==> config.mk <==
export PLATFORM = sky130hd
export DESIGN_NAME = axi_rd_arbiter
export DESIGN_NICKNAME = d
export VERILOG_FILES = /design/src/rtl/axi_pkg.sv /design/src/rtl/rr_arb2.sv /design/src/rtl/axi_rd_arbiter.sv
export SDC_FILE = /design/constraint.sdc
export NUM_CORES = 1
export LEC_CHECK = 0
export CORE_AREA = 2 2 136 138
export CTS_BUF_LIST = sky130_fd_sc_hd__clkbuf_8
export DETAILED_ROUTE_END_ITERATION = 16
export DIE_AREA = 0 0 138 140
export SLEW_MARGIN = 10
export SYNTH_ARGS = -nofsm -noshare
export SYNTH_HDL_FRONTEND = slang
export SYNTH_SLANG_ARGS = --single-unit
==> constraint.sdc <==
create_clock -name clk -period 2.75 [get_ports clk]
set_input_delay 0.275 -clock clk [delete_from_list [all_inputs] [get_ports clk]]
set_output_delay 0.275 -clock clk [all_outputs]
set_load 0.005 [all_outputs]
==> src/rtl/axi_pkg.sv <==
// Shared definitions for the AXI read arbiter: AXI encodings, default
// widths and the arbiter FSM state encoding.
package axi_pkg;

   localparam logic [1:0] AXI_BURST_INCR = 2'b01;
   localparam logic [1:0] RESP_OKAY      = 2'b00;

   localparam int AXI_ADDR_W = 32;
   localparam int AXI_DATA_W = 64;
   localparam int AXI_LEN_W  = 8;

   typedef enum logic [1:0] {
      ST_IDLE = 2'd0,
      ST_AR   = 2'd1,
      ST_R    = 2'd2
   } arb_state_e;

endpackage

==> src/rtl/rr_arb2.sv <==
// Two-way round-robin picker. A lone request always wins; on a tie the
// requester that was not granted last time wins.
module rr_arb2 (
   input  logic [1:0] req,
   input  logic       last_grant,
   output logic [1:0] pick
);

   // One-hot pick from the request pair and the previous winner
   always_comb begin
      pick = 2'b00;
      if (req[0] && (!req[1] || last_grant)) begin
         pick = 2'b01;
      end else if (req[1]) begin
         pick = 2'b10;
      end
   end

endmodule

==> src/rtl/axi_rd_arbiter.sv <==
// Shares one downstream AXI4 read channel between the icache refill port
// (requester 0) and the dcache refill port (requester 1). The grant is held
// for a whole burst, and every burst's beat count is checked against arlen.
module axi_rd_arbiter
   import axi_pkg::*;
#(
   parameter int ADDR_W = AXI_ADDR_W,
   parameter int DATA_W = AXI_DATA_W,
   parameter int LEN_W  = AXI_LEN_W
) (
   input  logic              clk,
   input  logic              rst,
   // requester 0
   input  logic [ADDR_W-1:0] m0_araddr,
   input  logic              m0_arvalid,
   input  logic [1:0]        m0_arburst,
   input  logic [LEN_W-1:0]  m0_arlen,
   input  logic [2:0]        m0_arsize,
   output logic              m0_arready,
   output logic [DATA_W-1:0] m0_rdata,
   output logic [1:0]        m0_rresp,
   output logic              m0_rvalid,
   output logic              m0_rlast,
   input  logic              m0_rready,
   // requester 1
   input  logic [ADDR_W-1:0] m1_araddr,
   input  logic              m1_arvalid,
   input  logic [1:0]        m1_arburst,
   input  logic [LEN_W-1:0]  m1_arlen,
   input  logic [2:0]        m1_arsize,
   output logic              m1_arready,
   output logic [DATA_W-1:0] m1_rdata,
   output logic [1:0]        m1_rresp,
   output logic              m1_rvalid,
   output logic              m1_rlast,
   input  logic              m1_rready,
   // downstream
   output logic [ADDR_W-1:0] s_araddr,
   output logic              s_arvalid,
   output logic [1:0]        s_arburst,
   output logic [LEN_W-1:0]  s_arlen,
   output logic [2:0]        s_arsize,
   input  logic              s_arready,
   input  logic [DATA_W-1:0] s_rdata,
   input  logic [1:0]        s_rresp,
   input  logic              s_rvalid,
   input  logic              s_rlast,
   output logic              s_rready,
   // status
   output logic [1:0]        grant,
   output logic              busy,
   output logic              len_err
);

   arb_state_e       state_q, state_d;
   logic [1:0]       grant_q, grant_d;
   logic             last_grant_q, last_grant_d;
   logic [LEN_W-1:0] cnt_q, cnt_d;
   logic [LEN_W-1:0] len_q, len_d;
   logic             len_err_q, len_err_d;

   logic [1:0]       pick;
   logic             gidx;
   logic             ar_hs;
   logic             r_beat;

   // Beat counter saturates instead of wrapping so an overlong burst cannot
   // alias back onto a legal count.
   function automatic logic [LEN_W-1:0] sat_inc(input logic [LEN_W-1:0] v);
      logic [LEN_W-1:0] one;
      one = {{(LEN_W-1){1'b0}}, 1'b1};
      return (&v) ? v : v + one;
   endfunction

   rr_arb2 u_rr_arb2 (
      .req        ({m1_arvalid, m0_arvalid}),
      .last_grant (last_grant_q),
      .pick       (pick)
   );

   assign gidx    = grant_q[1];
   assign ar_hs   = (state_q == ST_AR) && s_arvalid && s_arready;
   assign r_beat  = (state_q == ST_R) && s_rvalid && s_rready;

   assign grant   = grant_q;
   assign busy    = (state_q != ST_IDLE);
   assign len_err = len_err_q;

   // State and bookkeeping registers; last_grant resets to 1 so requester 0
   // wins the first tie.
   always_ff @(posedge clk or negedge rst) begin
      if (!rst) begin
         state_q      <= ST_IDLE;
         grant_q      <= 2'b00;
         last_grant_q <= 1'b1;
         cnt_q        <= '0;
         len_q        <= '0;
         len_err_q    <= 1'b0;
      end else begin
         state_q      <= state_d;
         grant_q      <= grant_d;
         last_grant_q <= last_grant_d;
         cnt_q        <= cnt_d;
         len_q        <= len_d;
         len_err_q    <= len_err_d;
      end
   end

   // Next state: arbitrate in IDLE, wait for the AR handshake, then count
   // beats until rlast and compare against the latched arlen.
   always_comb begin
      state_d      = state_q;
      grant_d      = grant_q;
      last_grant_d = last_grant_q;
      cnt_d        = cnt_q;
      len_d        = len_q;
      len_err_d    = len_err_q;
      case (state_q)
         ST_IDLE: begin
            if (|pick) begin
               grant_d = pick;
               state_d = ST_AR;
            end
         end
         ST_AR: begin
            if (ar_hs) begin
               len_d   = s_arlen;
               cnt_d   = '0;
               state_d = ST_R;
            end
         end
         ST_R: begin
            if (r_beat) begin
               cnt_d = sat_inc(cnt_q);
               if (s_rlast) begin
                  if (cnt_q != len_q) begin
                     len_err_d = 1'b1;
                  end
                  last_grant_d = gidx;
                  grant_d      = 2'b00;
                  state_d      = ST_IDLE;
               end else if (cnt_q == len_q) begin
                  // Expected last beat arrived without rlast; keep routing
                  // until the slave ends the burst.
                  len_err_d = 1'b1;
               end
            end
         end
         default: begin
            state_d = ST_IDLE;
            grant_d = 2'b00;
         end
      endcase
   end

   // Channel muxing: AR fields from the owner in ST_AR, R beats to the owner
   // in ST_R, everything else held at zero.
   always_comb begin
      s_araddr   = '0;
      s_arvalid  = 1'b0;
      s_arburst  = 2'b00;
      s_arlen    = '0;
      s_arsize   = 3'b000;
      s_rready   = 1'b0;
      m0_arready = 1'b0;
      m1_arready = 1'b0;
      m0_rdata   = '0;
      m0_rresp   = RESP_OKAY;
      m0_rvalid  = 1'b0;
      m0_rlast   = 1'b0;
      m1_rdata   = '0;
      m1_rresp   = RESP_OKAY;
      m1_rvalid  = 1'b0;
      m1_rlast   = 1'b0;
      case (state_q)
         ST_AR: begin
            if (gidx) begin
               s_araddr   = m1_araddr;
               s_arvalid  = m1_arvalid;
               s_arburst  = m1_arburst;
               s_arlen    = m1_arlen;
               s_arsize   = m1_arsize;
               m1_arready = s_arready;
            end else begin
               s_araddr   = m0_araddr;
               s_arvalid  = m0_arvalid;
               s_arburst  = m0_arburst;
               s_arlen    = m0_arlen;
               s_arsize   = m0_arsize;
               m0_arready = s_arready;
            end
         end
         ST_R: begin
            if (gidx) begin
               s_rready  = m1_rready;
               m1_rdata  = s_rdata;
               m1_rresp  = s_rresp;
               m1_rvalid = s_rvalid;
               m1_rlast  = s_rlast;
            end else begin
               s_rready  = m0_rready;
               m0_rdata  = s_rdata;
               m0_rresp  = s_rresp;
               m0_rvalid = s_rvalid;
               m0_rlast  = s_rlast;
            end
         end
         default: ;
      endcase
   end

endmodule

==> reports/qor.csv <==
metric,value,unit
clk_pin_slew,80,ps
synth_top_area_share,30.5,%
ant_nets,0,
status,"finished, final reports clean",
start_util,15.9,%
leakage,0.00313,uW
die_h,140,um
hpwl,13000,um
avgSynthCellArea,7.46,um2
grtUsageTotal,15.5,%
yosys-top-cells-area,"and3_1, dfrtp_1, mux2i_1",
numClockSinks,22,
power_density,619,nW/um2
die_x,138,um
cts_buffers,3,
first_pass_iters,4,
drt_drc_violations_left,0,
vias,4051,
worst_pin_slew,558,ps
path_class,flop to output pin,
syn_area,2830,um2
timing.hold.ws,363,ps
critical_path.cell_chain,"buf_12, mux2i_1, nor2_1, clkdlybuf4s50_1",
critical_path_arrival,2200,ps
port_buffers,353,
rsz0062_at_grt,false,
overflow,0,
layout.cells.non_filler,933,
yosys.area.top_type,and3_1,
synth_nets,545,
finalSetupTns,0,ps
relSlewSlack,62.7,%
num_rows,49,
max_freq,0.405,GHz
seq_area_frac_synth,19.5,%
post-cts-setup-buffers,0,
cts_tree,yes,
vias_per_cell,4.34,
wire_per_inst,17.2,um
grt_start_max_net_pins,84,
dieArea,19300,um2
cts-root-buf,clkbuf_8,
max_stage_delay,720,ps
insertion_delay,270,ps
crit_buf_inv,2,
critPathSlowestCell,dfrtp_4,
drt_iter0_markers,233,
hp-class,primary input to async pin,
dpl.cell_count,928,
start_kind,flop,
fp.coreArea,17800,um2
htreeDepth,1,
synth.distinct_cells,41,
area_growth,135,%
worst-path-stages,4,
wirelength,16100,um
synthFlopType,dfrtp_1,
timing_hold_violations_final,0,
period_share,89.8,%
finClkSkew,1.83,ps
clockBufferDepth,2,
final_max_slew_viol_count,0,
ctsResizeCount,0,
yosys_register_bits,22,
antenna_found_initial,1,
placed_area,6590,um2
path_max_fanout,63,
ctsHoldBuffers,0,
finalSetupViolCount,0,
grt_pass1_vias,3787,
final_cell_area,6640,um2
synthCells,379,
path_delay_family,buffers and inverters,
n_fill_cell,1865,
synth_warnings,0,
peakVddDrop,0.384,mV
drive_gt1_share,4.13,%
ios,354,
r2r_cells,4,
synth_edf_count,0,
gp_congestion,0.812,
grt_pass1_wl,24000,um
fin_crit,2470,ps
cp.required,2480,ps
endpoint_kind,output pin,
nNetsFinal,870,
synthArstFlopShare,100,%
drv_cap,0,
==> flip-flops by register name, summed over array words and instances (netlist names) <==
signal and cells:
last_grant_q 1, cnt_q 8, grant 2, state_q 2, len_err 1, len_q 8
==> cells in the final DEF (no fill, tap or decap), types with 5 or more instances in the layout <==
master           netlist  routed
nor2_1                52      52
buf_4                  0       6
o21ai_0                5       5
clkdlybuf4s50_1        0     353
nor3_1                 5       5
xor2_1                 8       8
mux2_2                 6       6
mux2i_1               47      47
nand2_1                7       7
dfrtp_1               21      20
and3_1               138     138
==> final timing paths <==
check,start,end,slack [ps]
worst max-delay path,grant[1],s_araddr[26],280
worst min-delay path,rst,state_q[0],360
worst max register to register,grant[1],cnt_q[1],630
worst min register to register,len_err,len_err,510
max in group asynchronous,rst,last_grant_q,1740
min in group clk,len_err,len_err,510
==> stage by stage <==
| stage | setup slack, ps | utilization, % | power, uW |
|---|---|---|---|
| finish | 280 | 37.4 | 4110 |
| detailed placement | 568 | 37.0 | 3930 |
| global route | 159 | 37.4 | 4450 |
| global placement | 566 | 37.0 | 3930 |
| CTS | 264 | 37.4 | 4180 |
| floorplan | 989 | - | 2080 |
==> final cells by class <==
cell class / count / area, um2 / share of cell area [%]
diodes: 1 / 2.50 / 0.0377
clock buffers: 4 / 55.1 / 0.829
inverters: 5 / 18.8 / 0.282
multi-input cells: 310 / 2090 / 31.4
flip-flops and latches: 22 / 556 / 8.36
well taps: 229 / 287 / 4.31
repair buffers: 362 / 3640 / 54.8
==> worst reg2reg max path, cell delays in order, from the launching register on <==
cell     delay (ps)
dfrtp_4         720
mux2i_1         540
a211o_1         240
nor2b_4         280
mux2i_1         260
==> cells in the mapped netlist (2+ instances only) <==
| cell type | instances |
|---|---|
| a211o_1 | 2 |
| a21oi_1 | 3 |
| and3_1 | 138 |
| buf_2 | 6 |
| buf_6 | 2 |
| clkbuf_1 | 33 |
| dfrtp_1 | 21 |
| inv_1 | 5 |
| mux2_1 | 3 |
| mux2_2 | 6 |
| mux2i_1 | 47 |
| nand2_1 | 7 |
| nand2b_1 | 2 |
| nand3b_1 | 2 |
| nand4_1 | 2 |
| nor2_1 | 52 |
| nor2b_1 | 2 |
| nor3_1 | 5 |
| nor4_1 | 4 |
| o21ai_0 | 5 |
| o22a_1 | 4 |
| o22ai_1 | 2 |
| xor2_1 | 8 |
==> cell families (layout without fill, tap and decap cells) <==
group / Yosys count / count (layout) / share of synthesized area (%)
flip-flops: 22 / 22 / 19.5
AO/OA/AOI/OAI: 22 / 22 / 5.44
adder cells (fa/ha/maj): 1 / 1 / 0.442
XOR/XNOR: 8 / 8 / 2.48
buffers and inverters: 47 / 371 / 7.04
other: 0 / 1 / 0
multiplexers: 57 / 57 / 20.7
AND/OR/NAND/NOR: 222 / 222 / 44.4
==> power by group <==
group          total, uW  internal, uW  switching (uW)
Clock                236           128             108
Sequential           655           443             211
Combinational       3220          1820            1410
==> per-layer routing <==
metal	GRT usage (%)	vias to the layer above	wire, um
li1	-	2005	-
met1	19.9	1880	6780
met2	27.8	156	8240
met3	2.32	10	827
met4	2.90	0	218
met5	0	-	0
(Power assumes the default switching activity.)
